<file path="src/rtl/turbo_pkg.sv">
// Shared turbo-decoder helpers: default sizing plus the saturating and
// round-toward-zero halving arithmetic used by the gamma, extrinsic and
// alpha/beta units. Helpers operate on 64-bit signed values; callers
// sign-extend in and truncate out to their own widths.
package turbo_pkg;

  localparam int W_DEF         = 16;
  localparam int FRAME_LEN_DEF = 6144;
  localparam int CNT_W_DEF     = 13;

  // Halve, rounding toward zero: -3 -> -1, 3 -> 1.
  function automatic logic signed [63:0] half_rtz(input logic signed [63:0] x);
    logic signed [63:0] r;
    r = x >>> 1;
    if (x[63] && x[0]) r = r + 64'sd1;
    return r;
  endfunction

  // Clamp to the range of a w-bit two's complement number.
  function automatic logic signed [63:0] sat_w(input logic signed [63:0] x, input int w);
    logic signed [63:0] hi;
    logic signed [63:0] lo;
    hi = (64'sd1 <<< (w - 1)) - 64'sd1;
    lo = -(64'sd1 <<< (w - 1));
    if (x > hi)      return hi;
    else if (x < lo) return lo;
    else             return x;
  endfunction

endpackage

</file>
<file path="src/rtl/gamma_branch_metric_pipe_if.sv">
// Beat-level bundle for the gamma unit: LLR input stream with its
// per-beat controls, and the branch-metric output stream.
interface gamma_branch_metric_pipe_if import turbo_pkg::*; #(
  parameter int W = W_DEF
);
  logic                frame_clr;
  logic                la_en;
  logic                in_valid;
  logic                in_ready;
  logic signed [W-1:0] systematic;
  logic signed [W-1:0] yparity;
  logic signed [W-1:0] la;
  logic                out_valid;
  logic                out_ready;
  logic signed [W-1:0] m11;
  logic signed [W-1:0] m10;
  logic signed [W-1:0] m00;
  logic signed [W-1:0] m01;
  logic                out_last;

  modport master (
    output frame_clr, la_en, in_valid, systematic, yparity, la, out_ready,
    input  in_ready, out_valid, m11, m10, m00, m01, out_last
  );

  modport slave (
    input  frame_clr, la_en, in_valid, systematic, yparity, la, out_ready,
    output in_ready, out_valid, m11, m10, m00, m01, out_last
  );
endinterface

</file>
<file path="src/rtl/gamma_branch_metric_pipe_round_sat.sv">
// Combinational halve-and-saturate of a (W+2)-bit metric sum down to W bits.
module gamma_round_sat import turbo_pkg::*; #(
  parameter int W = W_DEF
) (
  input  logic signed [W+1:0] x,
  output logic signed [W-1:0] m
);

  assign m = W'(sat_w(half_rtz(64'(x)), W));

endmodule

</file>
<file path="src/rtl/gamma_branch_metric_pipe.sv">
// Two-stage branch-metric (gamma) pipeline for the max-log-MAP SISO.
// Stage 1 forms sys+la+par and sys+la-par at W+2 bits; stage 2 halves,
// saturates and derives the negated metrics. A single global enable
// stalls both stages under backpressure; bubbles are not collapsed.
module gamma_branch_metric_pipe import turbo_pkg::*; #(
  parameter int W         = W_DEF,
  parameter int FRAME_LEN = FRAME_LEN_DEF,
  parameter int CNT_W     = CNT_W_DEF
) (
  input logic clk,
  input logic rst,
  gamma_branch_metric_pipe_if.slave bus
);

  logic             adv;
  logic             xfer;
  logic [CNT_W-1:0] cnt;
  logic [CNT_W-1:0] step;
  logic             step_last;

  logic signed [W+1:0] sys_e;
  logic signed [W+1:0] par_e;
  logic signed [W+1:0] la_e;

  logic                s1_valid;
  logic signed [W+1:0] s1_s;
  logic signed [W+1:0] s1_d;
  logic                s1_last;

  logic signed [W-1:0] h_s;
  logic signed [W-1:0] h_d;
  logic signed [W-1:0] n_s;
  logic signed [W-1:0] n_d;

  assign adv         = !bus.out_valid || bus.out_ready;
  assign bus.in_ready = adv;
  assign xfer        = bus.in_valid && adv;

  // frame_clr makes the coinciding beat step 0, so it overrides the count here.
  always_comb begin
    step      = bus.frame_clr ? '0 : cnt;
    step_last = (step == CNT_W'(FRAME_LEN - 1));
    sys_e     = {{2{bus.systematic[W-1]}}, bus.systematic};
    par_e     = {{2{bus.yparity[W-1]}}, bus.yparity};
    la_e      = bus.la_en ? {{2{bus.la[W-1]}}, bus.la} : '0;
  end

  // Frame step counter: advances per accepted beat, wraps after the last step.
  always_ff @(posedge clk) begin
    if (rst)                cnt <= '0;
    else if (xfer)          cnt <= step_last ? '0 : step + CNT_W'(1);
    else if (bus.frame_clr) cnt <= '0;
  end

  // Stage 1: widened sum/difference and the frame-last tag.
  always_ff @(posedge clk) begin
    if (rst) begin
      s1_valid <= 1'b0;
      s1_s     <= '0;
      s1_d     <= '0;
      s1_last  <= 1'b0;
    end else if (adv) begin
      s1_valid <= xfer;
      if (xfer) begin
        s1_s    <= sys_e + la_e + par_e;
        s1_d    <= sys_e + la_e - par_e;
        s1_last <= step_last;
      end
    end
  end

  gamma_round_sat #(.W(W)) u_rs_s (.x(s1_s), .m(h_s));
  gamma_round_sat #(.W(W)) u_rs_d (.x(s1_d), .m(h_d));

  assign n_s = W'(sat_w(-64'(h_s), W));
  assign n_d = W'(sat_w(-64'(h_d), W));

  // Stage 2: registered metrics; held while the consumer stalls.
  always_ff @(posedge clk) begin
    if (rst) begin
      bus.out_valid <= 1'b0;
      bus.m11       <= '0;
      bus.m10       <= '0;
      bus.m00       <= '0;
      bus.m01       <= '0;
      bus.out_last  <= 1'b0;
    end else if (adv) begin
      bus.out_valid <= s1_valid;
      if (s1_valid) begin
        bus.m11      <= h_s;
        bus.m10      <= h_d;
        bus.m00      <= n_s;
        bus.m01      <= n_d;
        bus.out_last <= s1_last;
      end
    end
  end

endmodule

</file>
<file path="src/flat_wrapper.sv">
// flat-port wrapper written by rule: the top's interface ports become plain ports
module gamma_branch_metric_pipe_flat import turbo_pkg::*;
#(
  parameter int W         = W_DEF,
  parameter int FRAME_LEN = FRAME_LEN_DEF,
  parameter int CNT_W     = CNT_W_DEF
)
  (clk, rst, bus_frame_clr, bus_la_en, bus_in_valid, bus_systematic, bus_yparity, bus_la, bus_out_ready, bus_in_ready, bus_out_valid, bus_m11, bus_m10, bus_m00, bus_m01, bus_out_last);
  gamma_branch_metric_pipe_if #(.W(W)) bus_i ();
  input logic clk;
  input logic rst;
  input wire logic [$bits(bus_i.frame_clr)-1:0] bus_frame_clr;
  input wire logic [$bits(bus_i.la_en)-1:0] bus_la_en;
  input wire logic [$bits(bus_i.in_valid)-1:0] bus_in_valid;
  input wire logic [$bits(bus_i.systematic)-1:0] bus_systematic;
  input wire logic [$bits(bus_i.yparity)-1:0] bus_yparity;
  input wire logic [$bits(bus_i.la)-1:0] bus_la;
  input wire logic [$bits(bus_i.out_ready)-1:0] bus_out_ready;
  output wire logic [$bits(bus_i.in_ready)-1:0] bus_in_ready;
  output wire logic [$bits(bus_i.out_valid)-1:0] bus_out_valid;
  output wire logic [$bits(bus_i.m11)-1:0] bus_m11;
  output wire logic [$bits(bus_i.m10)-1:0] bus_m10;
  output wire logic [$bits(bus_i.m00)-1:0] bus_m00;
  output wire logic [$bits(bus_i.m01)-1:0] bus_m01;
  output wire logic [$bits(bus_i.out_last)-1:0] bus_out_last;
  assign bus_i.frame_clr = bus_frame_clr;
  assign bus_i.la_en = bus_la_en;
  assign bus_i.in_valid = bus_in_valid;
  assign bus_i.systematic = bus_systematic;
  assign bus_i.yparity = bus_yparity;
  assign bus_i.la = bus_la;
  assign bus_i.out_ready = bus_out_ready;
  assign bus_in_ready = bus_i.in_ready;
  assign bus_out_valid = bus_i.out_valid;
  assign bus_m11 = bus_i.m11;
  assign bus_m10 = bus_i.m10;
  assign bus_m00 = bus_i.m00;
  assign bus_m01 = bus_i.m01;
  assign bus_out_last = bus_i.out_last;
  gamma_branch_metric_pipe #(.W(W), .FRAME_LEN(FRAME_LEN), .CNT_W(CNT_W)) u_core (.clk(clk), .rst(rst), .bus(bus_i));
endmodule
</file>
<file path="config.mk">
export PLATFORM = sky130hd
export DESIGN_NAME = gamma_branch_metric_pipe_flat
export DESIGN_NICKNAME = d
export VERILOG_FILES = /design/src/rtl/turbo_pkg.sv /design/src/rtl/gamma_branch_metric_pipe_if.sv /design/src/rtl/gamma_branch_metric_pipe_round_sat.sv /design/src/rtl/gamma_branch_metric_pipe.sv /design/src/flat_wrapper.sv
export SDC_FILE = /design/constraint.sdc
export NUM_CORES = 1
export LEC_CHECK = 0
export BUFFER_PORTS_ARGS = -buffer_cell sky130_fd_sc_hd__buf_2
export CAP_MARGIN = 0
export CORE_MARGIN = 10
export CORE_UTILIZATION = 60
export DETAILED_ROUTE_END_ITERATION = 8
export PLACE_DENSITY = 0.8
export SYNTH_ARGS = -nofsm -noshare
export SYNTH_HDL_FRONTEND = slang
export SYNTH_SLANG_ARGS = --single-unit
</file>
<file path="constraint.sdc">
create_clock -name clk -period 6.8 [get_ports clk]
set_input_delay 0.68 -clock clk [delete_from_list [all_inputs] [get_ports clk]]
set_output_delay 0.68 -clock clk [all_outputs]
set_load 0.02 [all_outputs]
</file>
==> flow_summary_export.csv, run 1 <==
group,metric,value,unit
grt,grt_pass1_vias,9658,
die,dieArea,22900,um2
die,core,16800,um2
pwr,clkPwrFrac,27.7,%
critical_path,crit_path_start_kind,"register",
die,row_count,47,
critical_path,cp-end-kind,"register",
sta,max_freq,171,MHz
grt,grt_pass1_wl,47.7,mm
place,port_buffers,120,
cts,insertion_delay,0.42,ns
route,wl_per_cell,17.7,um
sta,fin_crit_sh,86.1,%
place,dp_hpwl,22.8,mm
sta,period_minus_slack,5.85,ns
route,drt-total-wl,29.4,mm
route,dr.pass1.iters,7,
pwr,power_switching,1.38,mW
logic_synthesis,synth.avg_cell_area,7.57,um2
final_layout,drive_gt1_share,14.3,%
cts,cts_setup_buffers,0,
final_layout,stdcell_count,1660,
grt,track_usage,25.2,%
final_layout,final_nets,1573,
min_path,hold_path.class,"reg2reg",
logic_synthesis,synth-async-reset-ratio,0,%
logic_synthesis,synthFlopType,"dfxtp_1",
sta,maxSlewViolCount,0,
pwr,p_per_area,284,nW/um2
cts,cts_tree,"yes",
die,fp.dieH,151,um
logic_synthesis,synthCells,1366,
critical_path,path_class,"reg2reg",
pwr,total_leakage_power,4.71,nW
grt,grt_start_max_net_pins,83,
cts,numCtsBuffers,17,
logic_synthesis,ys_ff_latch,116,
logic_synthesis,synth_nets,1512,
route,vias,10400,
route,vias_per_cell,6.25,
grt,antenna_found_initial,0,
status,status,"finished clean",
critical_path,required,7.06,ns
cts,ctsHoldBuffers,0,
route,drt_iter0_markers,669,
cts,cts_num_sinks,116,
final_layout,area_delta_synth_final,11.5,%
die,pin_count,121,
logic_synthesis,syn_area,10300,um2
route,drtAntennaViolNets,0,
sta,worstMarginPinSlew,1.09,ns
sta,setup_viol,0,
sta,rsz0062_at_grt,"false",
die,initial_utilization,61.7,%
pwr,p_int,1.89,mW
place,place.gp.congestion,0.991,
sta,hold_violations,0,
pwr,power_frac_seq,26.2,%
cts,ctsResizeCount,0,
die,die_w,151,um
route,drc,0,
pwr,vdd_drop_max,0.227,mV
grt,overflow,0,
cts,clk_pin_slew,0.06,ns
cts,cts-htree-levels,4,
logic_synthesis,ys_warn_count,0,
sta,fin_setup_tns,0,ns
sta,relSlewSlack,27.2,%
logic_synthesis,synth_edf_count,0,
logic_synthesis,ys_seq_area_share,22.5,%
pwr,p_comb_share,46.2,%
place,dp_cells,1628,
sta,finalClockSkew,0.0106,ns
critical_path,crit_fanout,15,
job,max_cap_violations,0,
cts,clock-root-buffer,"clkbuf_16",
logic_synthesis,yosysUniqueCellTypes,92,
cts,clockBufferDepth,2,
critical_path,crit_arrival,6.12,ns
final_layout,n_antenna_cell,0,
pwr,switching_share,42.2,%
## state kept, by name, indices dropped and copies added, names as in the netlist
name	cells
u_core.s1_s	18
u_core.s1_d	17
u_core.bus.m00	16
u_core.bus.m01	16
u_core.bus.m10	16
u_core.bus.m11	16
u_core.cnt	13
u_core.bus.out_last	1
u_core.bus.out_valid	1
u_core.s1_last	1
u_core.s1_valid	1
## logic make-up (layout without fill, tap and decap cells)
logic type	Yosys count	count (layout)	share of synthesized area, %
adders and majority gates	94	94	11.5
DFF	116	116	22.5
buffers and inverters	145	219	5.68
muxes	4	4	0.412
AOI/OAI and AO/OA	333	333	22.5
and+or+nand+nor	575	575	29.0
xor gates and xnor gates	99	99	8.46
## per-layer routing
metal	GRT usage, %	vias to the layer above	share of wire, %
li1	-	5121	-
met1	33.7	4720	44
met2	39.1	471	44
met3	5.61	59	9.7
met4	8.95	0	2.3
met5	0	-	0
## power groups by stage
stage                     logic, mW  registers, mW  clock network [mW]
after floorplan                1.10          0.872                   0
after global placement         1.46          0.866                   0
after detailed placement       1.48          0.869                   0
after CTS                      1.49          0.855               0.913
after global routing           1.65          0.870               0.946
final                          1.51          0.858               0.906
## Yosys cell counts, drive strengths merged (15+ instances only)
master,number,share of area [%]
o21ai,35,1.7
nand3,62,3.1
a211oi,38,2.8
xor2,21,1.8
buf,26,1.3
nand2,127,4.6
xnor2,78,6.7
inv,55,2.0
and3,15,0.91
clkbuf,64,2.3
or3,23,1.4
ha,89,11
a21oi,100,5.0
nand4,34,2.2
dfxtp,116,22
nor2,147,5.4
nor3,42,2.2
and2,24,1.5
nor4,22,1.7
o32ai,17,1.4
a31oi,18,1.1
## path summary, 6_finish.rpt
path	from	end	slack [ns]	cells past startpoint
min reg2reg	u_core.bus.m00[14]	u_core.bus.m00[14]	0.46	1
max reg2reg	u_core.s1_d[1]	u_core.bus.m01[10]	0.95	18
min	u_core.bus.m00[14]	u_core.bus.m00[14]	0.46	1
max	u_core.s1_d[1]	u_core.bus.m01[10]	0.95	18
## per-stage QoR
stage	cell area [um2]	utilization (%)	power, mW	hold WS, ns	setup slack (ns)
after floorplan	10300	-	1.98	0.432	2.01
after global placement	10900	65.2	2.32	0.439	1.17
after detailed placement	10900	65.2	2.35	0.447	1.02
after CTS	11500	68.7	3.26	0.458	1.00
after global routing	11500	68.7	3.47	0.473	0.453
final	11500	68.7	3.28	0.455	0.946
## area by class of cell
| cell class | count | area [um2] |
|---|---|---|
| Tap cell | 220 | 275 |
| Inverter | 55 | 206 |
| Fill cell | 1459 | 5240 |
| Clock inverter | 15 | 171 |
| Multi-Input combinational cell | 1105 | 7430 |
| Sequential cell | 116 | 2320 |
| Timing Repair Buffer | 132 | 691 |
| Clock buffer | 17 | 425 |
## critical path, stage by stage (launching register included)
cell and delay [ns]:
dfxtp_1 0.48, ha_1 0.32, and3_1 0.45, nand3_1 0.30
nor3_1 0.32, a21oi_1 0.08, a21oi_1 0.27, ha_1 0.28
a21boi_0 0.24, nand4_2 0.22, nor4_4 0.47, nand4_1 0.16
ha_1 0.35, nand4b_1 0.10, or4_1 0.54, nor3_1 0.25
nand3_1 0.13, o21ai_2 0.56, o32ai_1 0.19
## placed cells by master, fill, tap and decap left out, types with 18 or more instances in the layout
cell type  netlist  routed
nor3_1          39      39
xnor2_1         77      77
a211oi_1        38      38
o21ai_0         31      31
dfxtp_1        116     116
and2_1          24      23
nor2_1         145     145
or3_1           23      23
a31oi_1         18      18
buf_2           17     120
a21oi_1         99      99
nand3_1         61      61
nand4_1         32      32
nand2_1        127     127
nor4_1          19      19
ha_1            89      89
inv_1           54      54
xor2_1          21      21
No activity file was read; power rests on OpenSTA's default activity.
==> run 2: changes to the inputs <==
--- a/config.mk
+++ b/config.mk
@@ -7,7 +7,7 @@
 export LEC_CHECK = 0
 export BUFFER_PORTS_ARGS = -buffer_cell sky130_fd_sc_hd__buf_2
 export CAP_MARGIN = 0
-export CORE_MARGIN = 10
+export CORE_MARGIN = 2
 export CORE_UTILIZATION = 60
 export DETAILED_ROUTE_END_ITERATION = 8
 export PLACE_DENSITY = 0.8
==> run 2 against run 1 <==
- worst hold slack about the same
- cell area about the same
- sequential share of layout area about the same
- clock power increased by 3.1%
- sequential power about the same
- via count increased by 1.3%
- cell count decreased by 0.12%
- worst setup slack got worse by 0.11 ns
- critical path depth decreased by 1
- power increased by 0.89%
- first-iteration DRC count increased by 44%
- critical path type unchanged
==> flow_summary_export.csv, run 2 (synthesis results as in run 1) <==
group,metric,value,unit
route,wl_per_cell,17.6,um
final_layout,n_antenna_cell,0,
sta,rsz0062_at_grt,"false",
grt,grt_pass1_vias,9423,
cts,cts-htree-levels,4,
critical_path,r2r_end,"u_core.bus.m01[7]",
place,dp_slack,1.01,ns
sta,finalClockSkew,0.0108,ns
cts,numCtsBuffers,17,
route,vias_per_cell,6.33,
critical_path,crit_arrival,6.23,ns
sta,worst_slack,0.832,ns
cts,clk_pin_slew,0.06,ns
grt,top_usage_layer,"met2",
critical_path,r2r-start,"u_core.s1_d[8]",
final_layout,final_nets,1571,
route,drt-total-wl,29.3,mm
sta,fin_setup_tns,0,ns
critical_path,required,7.07,ns
final_layout,final_area,11500,um2
min_path,whs_endpoint,"u_core.bus.m10[2]",
final_layout,largest_register,"u_core.s1_s",
pwr,p_per_area,287,nW/um2
die,dieArea,18300,um2
grt,overflow,0,
critical_path,crit_fanout,15,
sta,timing.hold.ws,0.455,ns
final_layout,stdcell_count,1658,
sta,hold_violations,0,
place,port_buffers,120,
min_path,hold_path.class,"reg2reg",
status,status,"finished clean",
critical_path,cp-end-kind,"register",
die,pin_count,121,
cts,ctsHoldBuffers,0,
place,place.gp.congestion,0.983,
route,drtAntennaViolNets,0,
final_layout,area_delta_synth_final,11.5,%
cts,clockBufferDepth,2,
grt,track_usage,31.9,%
grt,antenna_found_initial,0,
final_layout,num-fill-cells,1480,
cts,cts_num_sinks,116,
critical_path,r2r_setup_slack,0.83,ns
final_layout,drive_gt1_share,14.2,%
final_layout,top_regs,"u_core.s1_s (18), u_core.s1_d (17)",
sta,setup_viol,0,
grt,grt.met3_usage,4.94,%
sta,period_minus_slack,5.97,ns
sta,worstMarginPinSlew,1.12,ns
route,drt_iter0_markers,962,
grt,grt_start_max_net_pins,88,
final_layout,layout_common_cells,"145 x nor2_1, 127 x nand2_1, 120 x buf_2, 116 x dfxtp_1, 99 x a21oi_1",
critical_path,path_class,"reg2reg",
die,fp.dieH,135,um
final_layout,largest_register_ffs,18,
cts,clock-root-buffer,"clkbuf_16",
grt,grt_pass1_wl,47.4,mm
cts,insertion_delay,0.42,ns
sta,maxSlewViolCount,0,
route,drc,0,
sta,relSlewSlack,24.9,%
sta,fin_crit_sh,87.8,%
min_path,min-delay-start,"u_core.bus.m10[2]",
die,core,16700,um2
die,die_w,135,um
route,vias,10500,
die,initial_utilization,61.9,%
place,dp_hpwl,21.7,mm
grt,use_met2,51.5,%
cts,cts_tree,"yes",
pwr,vdd_drop_max,0.256,mV
die,row_count,47,
cts,cts_setup_buffers,0,
min_path,min_path_cells,2,
final_layout,layout_commonest_cell,"nor2_1",
critical_path,crit_path_start_kind,"register",
route,dr.pass1.iters,7,
place,dp_cells,1626,
pwr,total_leakage_power,4.71,nW
sta,max_freq,168,MHz
place,placed_area,10900,um2
cts,ctsResizeCount,0,
job,max_cap_violations,0,
grt,met1_usage,44.1,%
critical_path,rr_worst_depth,17,
-- run 2: power by group --
group / switching, mW / internal [mW] / total, mW
combinational: 0.932 / 0.580 / 1.51
sequential: 0.0981 / 0.760 / 0.858
clock: 0.344 / 0.590 / 0.934
total: 1.37 / 1.93 / 3.30
-- run 2: worst max-delay path by stage --
stage                    from            endpoint  slack [ns]  depth (start not counted)
2_1_floorplan  u_core.s1_d[6]  u_core.bus.m01[10]        2.01                         22
4_1_cts        u_core.s1_d[8]   u_core.bus.m01[7]        0.99                         17
6_report       u_core.s1_d[8]   u_core.bus.m01[7]        0.83                         17
3_5_place_dp   u_core.s1_d[1]   u_core.bus.m01[7]        1.01                         18
3_3_place_gp   u_core.s1_d[8]   u_core.bus.m01[7]        1.23                         17
5_1_grt        u_core.s1_d[1]   u_core.bus.m01[7]        0.38                         18
-- run 2: worst max-delay path, stage by stage (launching register included) --
cell,delay (ns)
dfxtp_1,0.58
and4_1,0.34
nand4_2,0.26
nor3_1,0.52
o21ai_0,0.18
a21oi_1,0.31
ha_1,0.29
a21boi_0,0.27
nand4_2,0.23
nor4_4,0.48
nand4_1,0.17
ha_1,0.37
nand4b_1,0.11
or4_1,0.54
nor3_1,0.26
nand3_1,0.13
o21ai_2,0.58
o32ai_1,0.18
-- run 2: through the flow --
stage / utilization (%) / total power, mW
floorplan: - / 1.98
global placement: 65.3 / 2.31
detailed placement: 65.3 / 2.33
CTS: 69.0 / 3.28
global route: 69.0 / 3.50
finish: 69.0 / 3.30
-- run 2: area by class of cell --
type / count / area (um2) / share of cell area (%)
Timing Repair Buffer: 130 / 676 / 5.87
Sequential cell: 116 / 2320 / 20.2
Clock buffer: 18 / 439 / 3.81
Multi-Input combinational cell: 1105 / 7430 / 64.5
Tap cell: 220 / 275 / 2.39
Inverter: 55 / 206 / 1.79
Clock inverter: 14 / 174 / 1.51
-- run 2: per-layer routing --
layer  routed length (um)  share of wire, %  up-vias
met2                13300                45      476
met5                    0                 0        -
met4                  650               2.2        0
met3                 2420               8.3       54
li1                     -                 -     5117
met1                12900                44     4854
==> run 3: changes to the inputs <==
--- a/config.mk
+++ b/config.mk
@@ -11,6 +11,7 @@
 export CORE_UTILIZATION = 60
 export DETAILED_ROUTE_END_ITERATION = 8
 export PLACE_DENSITY = 0.8
+export RECOVER_POWER = 25
 export SYNTH_ARGS = -nofsm -noshare
 export SYNTH_HDL_FRONTEND = slang
 export SYNTH_SLANG_ARGS = --single-unit
==> run 3 against run 2 <==
- clock power barely moved
- critical path depth did not move
- utilization fell by 0.34 points
- first-iteration DRC count rose by 1.0%
- cell area fell by 0.49%
- sequential share of layout area rose by 0.099 points
- critical path type unchanged
==> flow_summary_export.csv, run 3 (synthesis results as in run 1) <==
group,metric,value,unit
pwr,total_power,3.30,mW
place,placed_area,10900,um2
job,max_cap_violations,0,
sta,setup_viol,0,
final_layout,stdcell_count,1658,
final_layout,layout_common_cells,"145 x nor2_1, 127 x nand2_1, 116 x dfxtp_1, 99 x a21oi_1, 89 x ha_1",
final_layout,layout_commonest_cell,"nor2_1",
route,wl_per_cell,17.7,um
grt,antenna_found_initial,0,
critical_path,slowest_stage,"dfxtp_1",
critical_path,cp-end-kind,"register",
die,die_w,135,um
critical_path,path_class,"reg2reg",
cts,ctsHoldBuffers,0,
die,row_count,47,
sta,rsz0062_at_grt,"false",
place,dp_slack,1.01,ns
sta,max_freq,166,MHz
route,drt_iter0_markers,972,
route,drt-total-wl,29.3,mm
cts,cts-htree-levels,4,
route,vias_per_cell,6.36,
critical_path,required,7.06,ns
critical_path,crit_buf_inv,0,
cts,cts_setup_buffers,0,
final_layout,final_area,11500,um2
die,initial_utilization,61.9,%
sta,worst_slack,0.781,ns
critical_path,cpPeakStageDelay,0.58,ns
min_path,min-delay-start,"u_core.bus.m10[2]",
place,port_buffers,120,
pwr,total_leakage_power,4.52,nW
die,dieArea,18300,um2
sta,fin_setup_tns,0,ns
cts,cts_tree,"yes",
cts,ctsResizeCount,0,
final_layout,post-route-util,68.6,%
die,pin_count,121,
critical_path,critPathTopFamily,"simple AND/OR/NAND/NOR gates",
final_layout,final_nets,1571,
critical_path,timing.critical_path.cells,"and4_1 > nand4_2 > nor3_1 > o21ai_0 > a21oi_1 > ha_1 > a21boi_0 > nand4_2 > nor4_4 > nand4_1 > ha_1 > nand4b_1 > or4_1 > nor3_1 > nand3_1 > o21ai_2 > o32ai_1",
final_layout,largest_register_ffs,18,
grt,track_usage,31.9,%
critical_path,crit_path_start,"u_core.s1_d[8]",
sta,worstMarginPinSlew,1.10,ns
pwr,p_per_area,288,nW/um2
critical_path,crit_arrival,6.28,ns
grt,grt_start_max_net_pins,88,
min_path,hold_path.class,"reg2reg",
final_layout,drive_gt1_share,11.1,%
route,drtAntennaViolNets,0,
sta,fin_crit_sh,88.5,%
sta,timing.hold.ws,0.458,ns
sta,maxSlewViolCount,0,
final_layout,n_antenna_cell,0,
cts,insertion_delay,0.42,ns
route,dr.pass1.iters,5,
place,place.gp.congestion,0.983,
cts,clockBufferDepth,2,
sta,relSlewSlack,26.1,%
sta,finalClockSkew,0.0104,ns
place,dp_hpwl,21.7,mm
route,drc,0,
final_layout,largest_register,"u_core.s1_s",
critical_path,crit_path_start_kind,"register",
critical_path,r2r-start,"u_core.s1_d[8]",
grt,grt_pass1_wl,47.4,mm
status,status,"finished clean",
die,core,16700,um2
route,vias,10500,
cts,numCtsBuffers,17,
final_layout,area_delta_synth_final,10.9,%
cts,clk_pin_slew,0.06,ns
die,fp.dieH,135,um
sta,hold_violations,0,
grt,grt_pass1_vias,9423,
cts,cts_num_sinks,116,
final_layout,top_regs,"u_core.s1_s (18), u_core.s1_d (17)",
sta,period_minus_slack,6.02,ns
critical_path,crit_fanout,15,
cts,clock-root-buffer,"clkbuf_16",
place,dp_cells,1626,
pwr,vdd_drop_max,0.255,mV
grt,overflow,0,
[run 3: cell count changes in the layout (fill, tap and decap cells not counted)]
cell / delta
buf_2: -45
clkbuf_1: +45
[run 3: final cells by class]
type	instances	area, um2
Timing Repair Buffer	130	619
Sequential cell	116	2320
Fill cell	1510	5240
Multi-Input combinational cell	1105	7430
Clock inverter	14	174
Clock buffer	18	439
Tap cell	220	275
Inverter	55	206
[run 3: path summary, 6_finish.rpt]
kind	slack, ns	cells after the start	endpoint
setup / recovery	0.78	17	u_core.bus.m01[1]
hold / removal	0.46	2	u_core.bus.m10[2]
setup reg to reg	0.78	17	u_core.bus.m01[1]
hold reg to reg	0.46	2	u_core.bus.m10[2]
[run 3: routing by layer]
layer	track usage (%)	wire length [um]	vias to the layer above
li1	-	-	5121
met2	51.5	13300	498
met5	0	0	-
met3	4.94	2360	50
met1	44.1	13000	4868
met4	9.84	646	0
[run 3: worst register-to-register path: stages (launching register included)]
cell	delay (ns)
dfxtp_1	0.58
and4_1	0.34
nand4_2	0.26
nor3_1	0.53
o21ai_0	0.18
a21oi_1	0.31
ha_1	0.29
a21boi_0	0.31
nand4_2	0.25
nor4_4	0.48
nand4_1	0.17
ha_1	0.37
nand4b_1	0.12
or4_1	0.54
nor3_1	0.26
nand3_1	0.13
o21ai_2	0.57
o32ai_1	0.18
[run 3: power breakdown]
part	internal, mW	switching [mW]	total, mW
Clock	0.590	0.344	0.934
Sequential	0.760	0.0986	0.859
Combinational	0.572	0.932	1.50
Total	1.92	1.37	3.30
